### config.mk
export PLATFORM = sky130hd
export DESIGN_NAME = axis_frame_streamer
export DESIGN_NICKNAME = d
export VERILOG_FILES = /design/src/rtl/axis_frame_streamer.sv
export SDC_FILE = /design/constraint.sdc
export NUM_CORES = 1
export LEC_CHECK = 0
export CAP_MARGIN = 15
export CORE_AREA = 2 2 134 136
export CTS_BUF_LIST = sky130_fd_sc_hd__clkbuf_4
export CTS_CLUSTER_DIAMETER = 40
export DETAILED_ROUTE_END_ITERATION = 12
export DIE_AREA = 0 0 136 138
export PLACE_DENSITY_LB_ADDON = 0.3
export SYNTH_ARGS = -nofsm -noshare
export SYNTH_HDL_FRONTEND = slang
export SYNTH_SLANG_ARGS = --single-unit
### constraint.sdc
create_clock -name clk_i -period 2.6 [get_ports clk_i]
set_input_delay 0.52 -clock clk_i [delete_from_list [all_inputs] [get_ports clk_i]]
set_output_delay 0.52 -clock clk_i [all_outputs]
set_load 0.01 [all_outputs]
### src/rtl/axis_frame_streamer.sv
// AXI-Stream frame generator (ramp/constant/LFSR) with backpressure and
// programmable idle gaps, plus a never-stalling sink that checks returned frames.
//
// Ports:
//   clk_i, reset_i        : clock, synchronous active-high reset
//   start_i               : 1-cycle pulse, begins a transfer when idle
//   mode_i/seed_i/gap_i   : pattern, seed/constant, idle cycles per beat
//   num_frames_i          : frames per start (0 means 1)
//   m_axis_*              : generated stream (tuser = first, tlast = last)
//   s_axis_*              : returned stream, tready tied high
//   busy_o, done_o        : generator active, 1-cycle completion pulse
//   rx_frames_o           : returned frames (tlast beats)
//   checksum_o            : sum of returned tdata
//   err_len_o             : sticky, a returned frame had length != OUT_BEATS
module axis_frame_streamer #(
  parameter int DATA_W    = 8,
  parameter int IMG_W     = 28,
  parameter int IMG_H     = 28,
  parameter int CHANNELS  = 1,
  parameter int OUT_BEATS = 676
) (
  input  logic              clk_i,
  input  logic              reset_i,
  input  logic              start_i,
  input  logic [1:0]        mode_i,
  input  logic [15:0]       seed_i,
  input  logic [7:0]        gap_i,
  input  logic [7:0]        num_frames_i,
  output logic [DATA_W-1:0] m_axis_tdata,
  output logic              m_axis_tvalid,
  input  logic              m_axis_tready,
  output logic              m_axis_tlast,
  output logic              m_axis_tuser,
  input  logic [DATA_W-1:0] s_axis_tdata,
  input  logic              s_axis_tvalid,
  output logic              s_axis_tready,
  input  logic              s_axis_tlast,
  output logic              busy_o,
  output logic              done_o,
  output logic [15:0]       rx_frames_o,
  output logic [31:0]       checksum_o,
  output logic              err_len_o
);

  localparam int FRAME_BEATS = IMG_W * IMG_H * CHANNELS;
  localparam int PW = (FRAME_BEATS > 1) ? $clog2(FRAME_BEATS) : 1;
  localparam logic [PW-1:0] P_LAST = PW'(FRAME_BEATS - 1);

  typedef enum logic [1:0] {
    S_IDLE,
    S_SEND,
    S_GAP,
    S_DONE
  } state_t;

  function automatic logic [15:0] lfsr_step(input logic [15:0] l);
    return {l[0] ^ l[2] ^ l[3] ^ l[5], l[15:1]};
  endfunction

  function automatic logic [DATA_W-1:0] beat_data(
    input logic [1:0]    mode,
    input logic [PW-1:0] p,
    input logic [15:0]   seed,
    input logic [15:0]   l
  );
    case (mode)
      2'b01:   return seed[DATA_W-1:0];
      2'b10:   return l[DATA_W-1:0];
      default: return DATA_W'(p);
    endcase
  endfunction

  state_t            r_state;
  logic [PW-1:0]     r_p;
  logic [7:0]        r_frame;
  logic [7:0]        r_nframes;
  logic [7:0]        r_gap;
  logic [7:0]        r_gcnt;
  logic [1:0]        r_mode;
  logic [15:0]       r_seed;
  logic [15:0]       r_lfsr;
  logic [DATA_W-1:0] r_tdata;
  logic              r_tvalid;
  logic              r_tlast;
  logic              r_tuser;
  logic              r_busy;
  logic              r_done;
  logic [15:0]       r_rx_cnt;
  logic [15:0]       r_rx_frames;
  logic [31:0]       r_csum;
  logic              r_err;

  logic          w_hs;
  logic          w_last;
  logic [PW-1:0] w_p_nxt;
  logic [7:0]    w_frame_nxt;
  logic          w_final;
  logic [15:0]   w_lfsr_nxt;
  logic [15:0]   w_seed0;
  logic [16:0]   w_rx_len;

  assign w_hs        = r_tvalid & m_axis_tready;
  assign w_last      = (r_p == P_LAST);
  assign w_p_nxt     = w_last ? '0 : r_p + 1'b1;
  assign w_frame_nxt = r_frame + 8'd1;
  assign w_final     = w_last && (w_frame_nxt == r_nframes);
  assign w_lfsr_nxt  = lfsr_step(r_lfsr);
  assign w_seed0     = (seed_i == 16'h0) ? 16'h1 : seed_i;
  assign w_rx_len    = {1'b0, r_rx_cnt} + 17'd1;

  always_ff @(posedge clk_i) begin
    if (reset_i) begin
      r_state   <= S_IDLE;
      r_p       <= '0;
      r_frame   <= '0;
      r_nframes <= '0;
      r_gap     <= '0;
      r_gcnt    <= '0;
      r_mode    <= '0;
      r_seed    <= '0;
      r_lfsr    <= '0;
      r_tdata   <= '0;
      r_tvalid  <= 1'b0;
      r_tlast   <= 1'b0;
      r_tuser   <= 1'b0;
      r_busy    <= 1'b0;
      r_done    <= 1'b0;
    end else begin
      unique case (r_state)
        S_IDLE: begin
          if (start_i) begin
            r_state   <= S_SEND;
            r_p       <= '0;
            r_frame   <= '0;
            r_nframes <= (num_frames_i == 8'd0) ? 8'd1 : num_frames_i;
            r_gap     <= gap_i;
            r_mode    <= mode_i;
            r_seed    <= seed_i;
            r_lfsr    <= w_seed0;
            r_tdata   <= beat_data(mode_i, '0, seed_i, w_seed0);
            r_tvalid  <= 1'b1;
            r_tuser   <= 1'b1;
            r_tlast   <= (FRAME_BEATS == 1);
            r_busy    <= 1'b1;
          end
        end
        S_SEND: begin
          if (w_hs) begin
            r_p     <= w_p_nxt;
            r_lfsr  <= w_lfsr_nxt;
            if (w_last) r_frame <= w_frame_nxt;
            if (w_final) begin
              r_state  <= S_DONE;
              r_tvalid <= 1'b0;
              r_tlast  <= 1'b0;
              r_tuser  <= 1'b0;
              r_done   <= 1'b1;
            end else begin
              // next beat is staged now; GAP only hides it
              r_tdata <= beat_data(r_mode, w_p_nxt, r_seed, w_lfsr_nxt);
              r_tuser <= (w_p_nxt == '0);
              r_tlast <= (w_p_nxt == P_LAST);
              if (r_gap != 8'd0) begin
                r_state  <= S_GAP;
                r_tvalid <= 1'b0;
                r_gcnt   <= r_gap;
              end
            end
          end
        end
        S_GAP: begin
          if (r_gcnt == 8'd1) begin
            r_state  <= S_SEND;
            r_tvalid <= 1'b1;
          end
          r_gcnt <= r_gcnt - 8'd1;
        end
        S_DONE: begin
          r_state <= S_IDLE;
          r_done  <= 1'b0;
          r_busy  <= 1'b0;
        end
        default: r_state <= S_IDLE;
      endcase
    end
  end

  always_ff @(posedge clk_i) begin
    if (reset_i) begin
      r_rx_cnt    <= '0;
      r_rx_frames <= '0;
      r_csum      <= '0;
      r_err       <= 1'b0;
    end else if (s_axis_tvalid) begin
      r_csum <= r_csum + 32'(s_axis_tdata);
      if (s_axis_tlast) begin
        if (w_rx_len != 17'(OUT_BEATS)) r_err <= 1'b1;
        r_rx_cnt    <= '0;
        r_rx_frames <= r_rx_frames + 16'd1;
      end else if (r_rx_cnt != 16'hFFFF) begin
        r_rx_cnt <= r_rx_cnt + 16'd1;
      end
    end
  end

  assign m_axis_tdata  = r_tdata;
  assign m_axis_tvalid = r_tvalid;
  assign m_axis_tlast  = r_tlast;
  assign m_axis_tuser  = r_tuser;
  assign s_axis_tready = 1'b1;
  assign busy_o        = r_busy;
  assign done_o        = r_done;
  assign rx_frames_o   = r_rx_frames;
  assign checksum_o    = r_csum;
  assign err_len_o     = r_err;

endmodule

# Word level (Yosys, flattened, before mapping)
# Cells that the tools add are included.
word_totals:
  reg_bits: 148
  out_inout_bits: 63
op_classes:
  n_mux: 48
  reduce_logical: 24
  add_sub_neg: 7
  n_eq_ne: 21
  n_bitwise: 4
ops:
  columns: ["op", "n"]
  rows:
  - ["$mux 16", 5]
  - ["$mux 8", 10]
  - ["$pmux 8 s2", 5]
  - ["$add 16x1->16 const B", 2]
  - ["$add 32x8->32", 1]
  - ["$pmux 16 s2", 1]
  - ["$mux 10", 3]
  - ["$eq 10x10->1 const B", 2]
  - ["$pmux 10 s2", 1]
  - ["$add 16x1->17 const B", 1]
  - ["$ne 17x10->1 const B", 1]
  - ["$logic_not 16->1", 1]
  - ["$ne 16x16->1 const B", 1]
  - ["$reduce_and 4->1", 4]
  - ["$ne 2x2->1 const B", 7]
  - ["$mux 1", 12]
  - ["$add 10x1->10 const B", 1]
  - ["$logic_not 10->1", 1]
  - ["$mux 2", 5]
  - ["$reduce_bool 2->1", 5]
  - ["$reduce_and 3->1", 3]
  - ["$add 8x1->8 const B", 1]
  - ["$eq 2x2->1 const B", 4]
  - ["$eq 8x1->1 const B", 1]
  - ["other kinds (16)", 26]

# Logic depth before layout (Yosys ltp)
# Gate-level depths: netlist (run 1).
logic_depth:
  word_depth: 6
  mapped_depth: 11

# Worst setup path after synthesis (run 1)
# Ideal clock, no wire load.
synth_timing:
  path_type: "input -> register"
  from: "input s_axis_tdata[0]"
  to: "register r_csum[18], in the netlist checksum_o[18]"
  setup_slack_ns: -0.048
  path_buffers: 1
  arrival_ns: 2.578
  stages: 11
  setup_time_ns: 0.070
  path_cell_list: "ha_1 > inv_1 > fa_1 > nor2b_1 > o21ai_0 > a21boi_0 > o21ai_0 > a21o_1 > clkbuf_1 > or3_1 > a21oi_1"
synth_between:
  elab_chain_cells: 1
synth_rtl:
  columns: ["element", "line_no", "rtl"]
  rows:
  - ["from (decl)", "34", "input logic [DATA_W-1:0] s_axis_tdata,"]
  - ["$add 32x8->32", "195", "r_csum <= r_csum + 32'(s_axis_tdata);"]
  - ["to (signal assigned)", "195", null]
  - ["to (decl)", "90", "logic [31:0] r_csum;"]
# No other way between the ends.
# A chain may end at the register's enable or synchronous reset.

# Worst setup path after layout (run 1)
layout_timing:
  from: "register r_p[1]"
  to: "register r_gcnt[1]"
layout_between:
  elab_chain_cells: 4
layout_rtl:
  columns: ["element", "line_no", "rtl"]
  rows:
  - ["from (decl)", "74", "logic [PW-1:0] r_p;"]
  - ["from (signal assigned)", "149", "r_p <= w_p_nxt;"]
  - ["$eq 10x10->1", "103", "assign w_last = (r_p == P_LAST);"]
  - ["$logic_and 1x1->1", "106", "assign w_final = w_last && (w_frame_nxt == r_nframes);"]
  - ["$ne 2x2->1 (no line)", null, null]
  - ["$reduce_and 4->1 (no line)", null, null]
  - ["to (signal assigned)", "166", "r_gcnt <= r_gap;"]
  - ["to (signal assigned)", "176", "r_gcnt <= r_gcnt - 8'd1;"]
  - ["to (decl)", "78", "logic [7:0] r_gcnt;"]
# No other way between the ends.

==> results.md, run 1 <==
Critical path:
- The worst setup path is captured at a flip-flop.
- The largest driver fanout on the critical path is 7.
- The endpoint identified for the worst register-to-register timing path is r_gcnt[1].
- STA puts the critical path data required time at 3060 ps.
- The launch point of the worst path is r_p[1].
- The worst register-to-register path begins at r_p[1].
- STA classifies the critical path startpoint as a flip-flop.
- The critical path is of the flip-flop to flip-flop type.
- For flop-to-flop paths, the worst setup slack is 160 ps.
- The worst register-to-register path has a depth of 8.
- The worst endpoint data arrival time is 2900 ps.
- Following the worst setup path forward leads to its endpoint at r_gcnt[1].

Logic synthesis:
- The proportion of synthesized flip-flops having asynchronous set or reset is 0%.
- By area the synthesized netlist is led by dfxtp_1, nand2_1, a21oi_1, nor2_1, xnor2_1.
- The count of flip-flops with a built-in enable after synthesis is 0.
- The top cell type by area accounts for 38.4% of the synthesized area.
- For this run, the number of Yosys warnings is 0.
- The synthesized netlist net count is 1057.
- Among all flip-flop cells after synthesis, the most frequent one is dfxtp_1.
- The number of synthesized register bits is roughly 150.
- The largest area contributor in the synthesized netlist is dfxtp_1.
- The average cell area after synthesis is 7.80 µm².
- Summing every instance area after synthesis gives 0.00771 mm².
- The number of distinct library cells after synthesis is 64.
- The synthesized instance count is 988.
- Sequential elements use between 30% and 40% of the synthesized area.

STA:
- The number of pins exceeding their max-slew limit in the final report is 0.
- Adding up every negative setup slack in the final design gives 0 ps.
- The worst hold slack across all endpoints is 467 ps.
- At the pin with the least slew margin, the transition time is 676 ps.
- Static timing analysis puts the maximum clock frequency at ~0.4 GHz.
- Of the available clock period, the critical path in the final layout requires approximately 94%.
- The total count of hold-check failures in the final report is 0.
- The worst path meets setup with 162 ps of slack.
- For the final database, setup skew stands at around 27 ps.
- Setup repair after global routing left no endpoint under its margin.
- The normalized max-slew margin is 54.9%.
- The post-route minimum period is around 2400 ps.
- The setup-violating endpoint count in the final report is 0.

Global routing:
- The pin count of the biggest net entering global routing is 61.
- The number of antenna violations at the first check in global routing came to 1.
- The number of global-route vias before repair is 6733.
- The first global-routing pass estimated 32200 µm of wire.
- The total track usage is 20.5%.
- The overflow left after global routing is 0.

Placed design:
- Routability-driven placement finished with a final weighted congestion of 0.846.
- Detailed placement finished with a half-perimeter wire length of 13500 µm.
- The count of input and output buffers is roughly 110.
- The pre-CTS setup slack is -637 ps.

Power:
- Power comes to 4810 µW.
- Dividing total power by cell area gives a power density of 498 mW/mm².
- The largest vdd supply drop is 344 µV.
- Summed over all cells, the static leakage comes to approximately 0.0034 µW.

Hold path:
- In this run the worst hold path is classified as input port to flip-flop.

Cells and area:
- The final core utilization is 55.0%.
- The library cells used most frequently in the layout, excluding fill and tap cells, are dfxtp_1, nand2_1, nor2_1, clkdlybuf4s50_1, a21oi_1.
- The relative area change from synthesis to final layout is 25.2%.
- The number of fillers in the final layout is 1723.
- The share of cells above drive strength 1 is 9.73%.
- The most common library cell in the layout ignoring fill and taps is dfxtp_1.
- For this run, the post-layout net count is 1187.

Detailed routing:
- The first detailed-routing pass took 5 iterations.
- The via total after detailed routing is 7422.
- The total length of routed wires is 19500 µm.
- The per-cell via count in the routed design is 5.45.
- The post-route DRC violation count is 0.
- Dividing the detail-routed wire length by the instance count gives 14.3 µm.
- The number of nets with antenna violations after routing is 0.
- For this block, the initial DRC count from the detailed router was 369.

Clock network:
- The tree is rooted in a clkbuf_4.
- Clock-pin slew was measured on the worst setup and hold paths at 150 ps.
- Counting every sink on the clock net gives 148.
- For this design, the CTS-stage hold fixing added 0 buffers.
- Clock latency on the worst-skew pair, taken at its later pin, is approximately 570 ps.
- The clock passes through at most 2 buffers.
- The maximum level of the CTS H-tree is 4.
- The clock tree from TritonCTS is built.
- Buffers inserted during clock tree synthesis total 17.

Floorplan:
- The horizontal die dimension is 136 µm.
- The number of primary I/O pins is ~110.
- The core region is about 0.018 mm².
- The starting density of the core is roughly 44%.
- After floorplanning, the core was divided into 49 placement rows.
- The die is 138 µm tall.
- The die area is 0.0188 mm².

Status:
- The run finished with clean final reports.

Run:
- The tool flagged a number of max-cap violations equal to 0.
-- layer usage --
layer  wire [µm]  GRT usage (%)  vias up
met5           0              0        -
met4         227           5.87        0
met3        1150           5.50       23
met2        8800           32.0      187
met1        9300           27.9     3425
li1            -              -     3787
-- where the power goes --
| group | switching, µW | internal [µW] |
|---|---|---|
| Clock | 888 | 577 |
| Sequential | 82.9 | 2370 |
| Combinational | 467 | 424 |
| Total | 1440 | 3370 |
-- cells in the mapped netlist, types with 14 or more instances --
| library cell | instances |
|---|---|
| nand2_1 | 142 |
| a311oi_1 | 16 |
| dfxtp_1 | 148 |
| nor2_1 | 116 |
| xor2_1 | 20 |
| ha_1 | 20 |
| xnor2_1 | 36 |
| o21ai_0 | 42 |
| nand3_1 | 33 |
| inv_1 | 22 |
| a211oi_1 | 22 |
| nor3_1 | 24 |
| clkbuf_1 | 43 |
| nor4_1 | 14 |
| a21oi_1 | 97 |
-- area by class of cell --
class / instances / area [µm²] / share of cell area, %
Multi-Input combinational cell: 759 / 4460 / 46.2
Sequential cell: 148 / 2960 / 30.7
Timing Repair Buffer: 169 / 1560 / 16.2
Tap cell: 229 / 287 / 2.97
Clock inverter: 15 / 156 / 1.62
Clock buffer: 17 / 128 / 1.32
Inverter: 23 / 86.3 / 0.895
Antenna cell: 1 / 2.50 / 0.0259
-- sequential cells by signal (all words and copies together) (netlist names), 2 cells and up --
name and cells:
rx_frames_o 16, r_p 10, r_seed 8, r_frame 8
r_lfsr 16, r_gap 8, r_gcnt 8, r_nframes 8
m_axis_tdata 8, r_state 2, r_mode 2, checksum_o 32
r_rx_cnt 16
-- cell families after synthesis --
family / Yosys count / synth area share [%]
and+or+nand+nor: 421 / 25.8
AOI/OAI and AO/OA: 256 / 21.2
DFF: 148 / 38.4
buffers and inverters: 82 / 4.32
xor gates and xnor gates: 56 / 6.36
adders and majority gates: 21 / 3.51
muxes: 3 / 0.390
other: 1 / 0.0487
-- how the worst min path moves through the flow --
stage / to / slack (ps) / startpoint / cells after the start
final: checksum_o[19] / 470 / reset_i / 2
after floorplan: r_lfsr[15] / 430 / r_lfsr[15] / 2
after detailed placement: r_seed[3] / 450 / r_seed[3] / 2
after global placement: r_lfsr[15] / 440 / r_lfsr[15] / 2
after global routing: checksum_o[29] / 440 / reset_i / 2
after CTS: checksum_o[19] / 430 / reset_i / 2
-- per-stage QoR --
step	instances	instance area, µm²
final	1361	9650
after global placement	1327	9320
after floorplan	988	7710
after global routing	1361	9650
after detailed placement	1327	9320
after CTS	1359	9610
-- repair_timing --
item                                    4_1_cts  5_1_grt
endpoints found under the setup margin        8       13
pin swaps                                     0        2
gates cloned                                  0        1
resized for setup                             2       10
buffers inserted                              0        0
-- critical path, stage by stage (launching register included) --
cell and delay (ps):
dfxtp_1 450, ha_1 340, and3_1 230, nand3_1 140
nor3_1 260, o2111a_1 340, a21o_1 180, nor3_1 50
a2111oi_1 350
Power figures use the tool's default switching activity.
==> inputs of run 2 (changes only) <==
- CORE_AREA: 2 2 134 136 -> 2 2 128 130
- DIE_AREA: 0 0 136 138 -> 0 0 130 132
- HOLD_SLACK_MARGIN: not set -> 0.05
==> results.md, run 2 (synthesis gave the netlist of run 1 again) <==
Status:
- Outcome: finished clean (unchanged).

Placed design:
- The total half-perimeter wirelength after legalization and detailed placement came to 13200 µm (was 13500 µm).
- The pre-CTS setup slack is -599 ps (was -637 ps).
- The routability congestion estimate came to 0.886 (was 0.846).
- The count of placed standard cells including taps is 1305 (was 1327).
- The count of input and output buffers is 109 (unchanged).

Floorplan:
- The die span in y is 132 µm (was 138 µm).
- The starting density of the core is 49.1% (was 44.0%).
- The core footprint came to 0.0157 mm² (was 0.0175 mm²).
- The number of rows in the core area is 46 (was 49).
- The horizontal die dimension is 130 µm (was 136 µm).
- The number of primary I/O pins is 111 (unchanged).
- The die area is 0.0172 mm² (was 0.0188 mm²).

Cells and area:
- The flip-flop count of the largest register, all copies and words added came to 32 (unchanged).
- The final non-filler cell total came to 1342 (was 1361).
- Commonest cells after routing, fill and taps aside: dfxtp_1, nand2_1, nor2_1, clkdlybuf4s50_1, a21oi_1 (unchanged).
- The number of nets in the layout came to 1180 (was 1187).
- The final core utilization is 61.1% (was 55.0%).
- The relative area change from synthesis to final layout is 24.6% (was 25.2%).
- The most common library cell in the layout ignoring fill and taps is dfxtp_1 (unchanged).
- The share of cells above drive strength 1 came to 9.43% (was 9.73%).

STA:
- The transition time at the pin with the least slew margin is 646 ps (was 676 ps).
- The number of pins exceeding their max-slew limit in the final report is 0 (unchanged).
- The total count of hold-check failures in the final report is 0 (unchanged).
- The total negative setup slack is 0 ps (unchanged).
- The post-route minimum period is 2500 ps (was 2440 ps).
- The post-layout worst setup margin is 105 ps (was 162 ps).
- RSZ-0062 raised after global routing: true (was false).
- The final setup skew came to 11.8 ps (was 27.4 ps).
- The highest achievable clock rate is 0.401 GHz (was 0.410 GHz).
- The setup-violating endpoint count in the final report was 0 (unchanged).
- The normalized max-slew margin came to 56.5% (was 54.9%).
- The final critical-path share of the clock period is 96.0% (was 93.8%).

Critical path:
- The data required time at the worst endpoint was 3120 ps (was 3060 ps).
- The largest driver fanout on the critical path was 9 (was 7).
- The endpoint type of the worst setup path was a flip-flop (unchanged).
- The highest cell delay on the worst timing path is 460 ps (was 450 ps).
- The critical-path cell with the highest stage delay is clkdlybuf4s50_1 (was dfxtp_1).
- The worst endpoint data arrival time is 3010 ps (was 2900 ps).
- The total buffers and inverters traversed by the critical path is 2 (was 0).
- The category of the worst setup path launch point is an input port (was flip-flop).
- The critical path's top delay family is compound AO/OA/AOI/OAI gates (unchanged).
- The type of the setup path with the least slack is input port to flip-flop (was flip-flop to flip-flop).
- Critical Path, Cell by Cell: clkdlybuf4s50_1, ha_1, inv_1, fa_1, nor2b_2, o21ai_0, a21boi_1, o21ai_2, a21o_4, or4_1, a21oi_1 (was ha_1, and3_1, nand3_1, nor3_1, o2111a_1, a21o_1, nor3_1, a2111oi_1).

Detailed routing:
- The total length of routed wires is 19100 µm (was 19500 µm).
- The count of routing violations after the opening detailed-route iteration is 529 (was 369).
- The post-route DRC violation count is 0 (unchanged).
- The via total after detailed routing is 7453 (was 7422).
- The per-cell via count in the routed design was 5.55 (was 5.45).
- The detail-routed net length per standard cell is 14.2 µm (was 14.3 µm).
- The number of nets with antenna violations after routing is 0 (unchanged).
- The number of search-and-repair iterations in the first detailed-routing pass is 5 (unchanged).

Global routing:
- The overflow left after global routing was 0 (unchanged).
- The number of antenna violations at the first check in global routing is 1 (unchanged).
- The number of global-route vias before repair is 6838 (was 6733).
- The pin count of the biggest net entering global routing is 56 (was 61).
- The total track usage came to 22.8% (was 20.5%).
- The global-route wire length before repair came to 32400 µm (was 32200 µm).

Clock network:
- The clock tree from TritonCTS is built (unchanged).
- The clock input transition at the sequential cells of the worst setup and hold paths was 130 ps (was 150 ps).
- The maximum level of the CTS H-tree is 4 (unchanged).
- The total of hold buffers inserted after clock tree synthesis is 0 (unchanged).
- The clock net sink count is 148 (unchanged).
- The buffer type at the clock tree root is clkbuf_4 (unchanged).
- The worst-skew pair later-pin latency is 590 ps (was 570 ps).
- The CTS buffer count is 17 (unchanged).
- The maximum buffer depth of the clock tree is 2 (unchanged).

Power:
- The fraction of power spent switching nets is 30.2% (was 29.9%).
- The largest vdd supply drop is 326 µV (was 344 µV).
- The power density over cell area came to 501 mW/mm² (was 498 mW/mm²).
- The total leakage power is 0.00338 µW (was 0.00344 µW).
- The total power draw is 4810 µW (about the same).
- The internal power contribution was 3360 µW (was 3370 µW).
- The net switching power is 1450 µW (was 1440 µW).
- The sequential power share came to 50.9% (was 51.0%).
- The share of power burned in combinational logic is 18.5% (was 18.6%).
- The clock power share came to 30.7% (was 30.5%).

Hold path:
- The type of the worst min-delay path is input port to flip-flop (unchanged).

Run:
- The number of maximum-capacitance constraint violations was 0 (unchanged).
[run 2: through the flow]
| stage | hold slack [ps] | area (µm²) |
|---|---|---|
| after floorplan | 432 | 7710 |
| after global placement | 442 | 9250 |
| after detailed placement | 449 | 9250 |
| after CTS | 414 | 9530 |
| after global routing | 437 | 9600 |
| final | 434 | 9600 |
[run 2: per-layer routing]
layer  vias to the layer above  routed length (µm)  track usage (%)
met3                        30                1100             5.56
met1                      3441                9190             31.6
met2                       207                8530             34.5
met5                         -                   0                0
li1                       3775                   -                -
met4                         0                 303             7.77
[run 2: power groups by stage]
stage	Combinational, µW	Clock, µW	Sequential, µW
detailed placement	863	0	2500
floorplan	491	0	2490
finish	888	1470	2450
CTS	870	1500	2450
global route	992	1600	2460
global placement	851	0	2490
[run 2: final cells by class]
type	count	area, µm²
Clock inverter	15	156
Timing Repair Buffer	162	1520
Tap cell	216	270
Sequential cell	148	2970
Fill cell	1432	6110
Antenna cell	2	5.00
Multi-Input combinational cell	759	4470
Clock buffer	17	128
Inverter	23	86.3
[run 2: repair_timing]
item	in CTS	in global routing
setup buffers	0	2
pin swaps	0	4
endpoints found under the setup margin	3	35
gates cloned	0	1
resized for setup	2	13
[run 2: path summary, 6_finish.rpt]
| check | start | to | slack, ps | depth (start not counted) |
|---|---|---|---|---|
| worst min-delay path | reset_i | r_seed[5] | 430 | 2 |
| worst max-delay path | s_axis_tdata[0] | checksum_o[30] | 100 | 11 |
| worst max register to register | checksum_o[0] | checksum_o[30] | 130 | 10 |
| worst min register to register | r_seed[4] | r_seed[4] | 470 | 2 |
==> inputs of run 3 (changes only) <==
- MAX_ROUTING_LAYER: not set -> met4
==> results.md, run 3 (synthesis gave the netlist of run 1 again) <==
Floorplan:
- The number of rows in the core area is 46 (unchanged).
- The number of primary I/O pins came to 111 (unchanged).
- The die area is 0.0172 mm² (unchanged).
- The die span in y came to 132 µm (unchanged).
- The horizontal die dimension is 130 µm (unchanged).
- The starting density of the core came to 49.1% (unchanged).
- The core footprint is 0.0157 mm² (unchanged).

Power:
- The largest vdd supply drop was 318 µV (was 326 µV).
- The total power draw came to 5070 µW (was 4810 µW).
- The power density over cell area is 525 mW/mm² (was 501 mW/mm²).
- The total leakage power was 0.00344 µW (was 0.00338 µW).

Critical path:
- The critical path's top delay family is compound AO/OA/AOI/OAI gates (unchanged).
- Critical Path, Cell by Cell: clkdlybuf4s50_1, ha_1, inv_1, fa_1, nor2b_1, o21ai_1, a21boi_1, o21ai_2, a21o_4, or4_1, a21oi_1 (was clkdlybuf4s50_1, ha_1, inv_1, fa_1, nor2b_2, o21ai_0, a21boi_1, o21ai_2, a21o_4, or4_1, a21oi_1).
- The type of the setup path with the least slack is input port to flip-flop (unchanged).
- The data required time at the worst endpoint is 3090 ps (was 3120 ps).
- The endpoint type of the worst setup path is a flip-flop (unchanged).
- The total buffers and inverters traversed by the critical path came to 2 (unchanged).
- The category of the worst setup path launch point is an input port (unchanged).
- The largest driver fanout on the critical path is 9 (unchanged).
- The critical-path cell with the highest stage delay was clkdlybuf4s50_1 (unchanged).
- The worst endpoint data arrival time came to 3010 ps (about the same).
- The highest cell delay on the worst timing path is 460 ps (about the same).

Detailed routing:
- The count of routing violations after the opening detailed-route iteration is 446 (was 529).
- The number of nets with antenna violations after routing was 0 (unchanged).
- The detail-routed net length per standard cell is 14.2 µm (about the same).
- The post-route DRC violation count is 0 (unchanged).
- The total length of routed wires is 19100 µm (about the same).
- The number of search-and-repair iterations in the first detailed-routing pass is 5 (unchanged).
- The per-cell via count in the routed design is 5.51 (was 5.55).
- The via total after detailed routing was 7419 (was 7453).

Clock network:
- The worst-skew pair later-pin latency came to 570 ps (was 590 ps).
- The buffer type at the clock tree root is clkbuf_4 (unchanged).
- The clock net sink count is 148 (unchanged).
- The maximum level of the CTS H-tree is 4 (unchanged).
- The maximum buffer depth of the clock tree came to 2 (unchanged).
- The CTS buffer count was 17 (unchanged).
- The clock input transition at the sequential cells of the worst setup and hold paths came to 120 ps (was 130 ps).
- The clock tree from TritonCTS was built (unchanged).

Cells and area:
- Commonest cells after routing, fill and taps aside: dfxtp_1, nand2_1, nor2_1, clkdlybuf4s50_1, a21oi_1 (unchanged).
- The flip-flop count of the largest register, all copies and words added is 32 (unchanged).
- The flip-flop and latch area is 0.00296 mm² (was 0.00297 mm²).
- The most common library cell in the layout ignoring fill and taps was dfxtp_1 (unchanged).
- The area used by multi-input combinational logic is 0.00446 mm² (was 0.00447 mm²).
- The relative area change from synthesis to final layout is 25.5% (was 24.6%).
- The final non-filler cell total was 1346 (was 1342).
- The number of nets in the layout is 1184 (was 1180).
- The share of cells above drive strength 1 is 9.40% (was 9.43%).
- The number of fillers in the final layout was 1393 (was 1432).
- The final core utilization was 61.6% (was 61.1%).

STA:
- RSZ-0062 raised after global routing: false (was true).
- The highest achievable clock rate is 0.397 GHz (was 0.401 GHz).
- The post-route minimum period is 2520 ps (was 2500 ps).
- The number of pins exceeding their max-slew limit in the final report was 0 (unchanged).
- The total count of hold-check failures in the final report is 0 (unchanged).
- The setup-violating endpoint count in the final report was 0 (unchanged).
- The transition time at the pin with the least slew margin is 597 ps (was 646 ps).
- The final setup skew came to 16.4 ps (was 11.8 ps).
- The final critical-path share of the clock period is 97.0% (was 96.0%).
- The normalized max-slew margin came to 59.8% (was 56.5%).

Global routing:
- The number of global-route vias before repair was 6779 (was 6838).
- The global-route wire length before repair is 31700 µm (was 32400 µm).
- The number of antenna violations at the first check in global routing came to 1 (unchanged).
- The total track usage is 22.8% (about the same).
- The overflow left after global routing is 0 (unchanged).
- The pin count of the biggest net entering global routing is 57 (was 56).

Placed design:
- The routability congestion estimate was 0.898 (was 0.886).
- The count of input and output buffers is 109 (unchanged).
- The total half-perimeter wirelength after legalization and detailed placement is 13300 µm (was 13200 µm).
- The count of placed standard cells including taps is 1308 (was 1305).

Status:
- Outcome: finished clean (unchanged).

Hold path:
- The type of the worst min-delay path is input port to flip-flop (unchanged).

Run:
- The number of maximum-capacitance constraint violations is 0 (unchanged).
-- run 3: changes by cell type in the layout (fill, tap and decap cells not counted), sizes merged --
cell and delta:
buf +4, bufinv +3, clkinvlp -3, clkbuf +2, inv -2
-- run 3: worst paths after layout --
path / endpoint / depth (start not counted) / slack (ps) / startpoint
worst max-delay path: checksum_o[28] / 11 / 80 / s_axis_tdata[0]
worst min-delay path: r_p[8] / 2 / 400 / reset_i
worst max register to register: checksum_o[28] / 10 / 140 / checksum_o[0]
worst min register to register: r_seed[2] / 2 / 470 / r_seed[2]
-- run 3: routing by layer --
layer	vias to the layer above	routed length [µm]	global-route usage (%)	share of wire, %
met5	-	0	-	0
met4	0	238	5.97	1.2
met3	23	1120	5.60	5.9
met2	193	8680	35.0	45
met1	3434	9090	30.2	48
li1	3769	-	-	-
-- run 3: where the power goes --
group	switching [µW]	internal, µW
combinational	469	422
clock	856	879
sequential	83.0	2370
total	1410	3670
-- run 3: cell type report --
class,instances,share of cell area (%)
clock inverters,13,2.13
diodes,2,0.0517
well taps,216,2.79
multi-input cells,759,46.1
flip-flops and latches,148,30.6
repair buffers,166,15.9
clock buffers,19,1.47
inverters,23,0.893
-- run 3: worst reg2reg max path: stages (launching register included) --
cell      delay, ps
dfxtp_2         360
ha_1            160
inv_1            60
fa_1            390
nor2b_1         170
o21ai_1         100
a21boi_1        200
o21ai_2         120
a21o_4          260
or4_1           420
a21oi_1         160
-- run 3: what timing repair did --
item | in CTS | in global routing
hold buffers | 0 | 0
endpoints found under the setup margin | 8 | 21
gates cloned | 0 | 1
hold endpoints to repair | 0 | 0
resized for setup | 3 | 8
buffers inserted | 0 | 3
pin swaps | 0 | 4
-- run 3: per-stage QoR --
step	cell area [µm²]	hold slack, ps	setup TNS, ps	worst slack, ps
floorplan	7710	432	0	11.1
global placement	9260	442	-8410	-542
detailed placement	9260	450	-10090	-657
CTS	9610	371	0	42.3
global route	9670	384	0	4.87
finish	9670	399	0	79.3
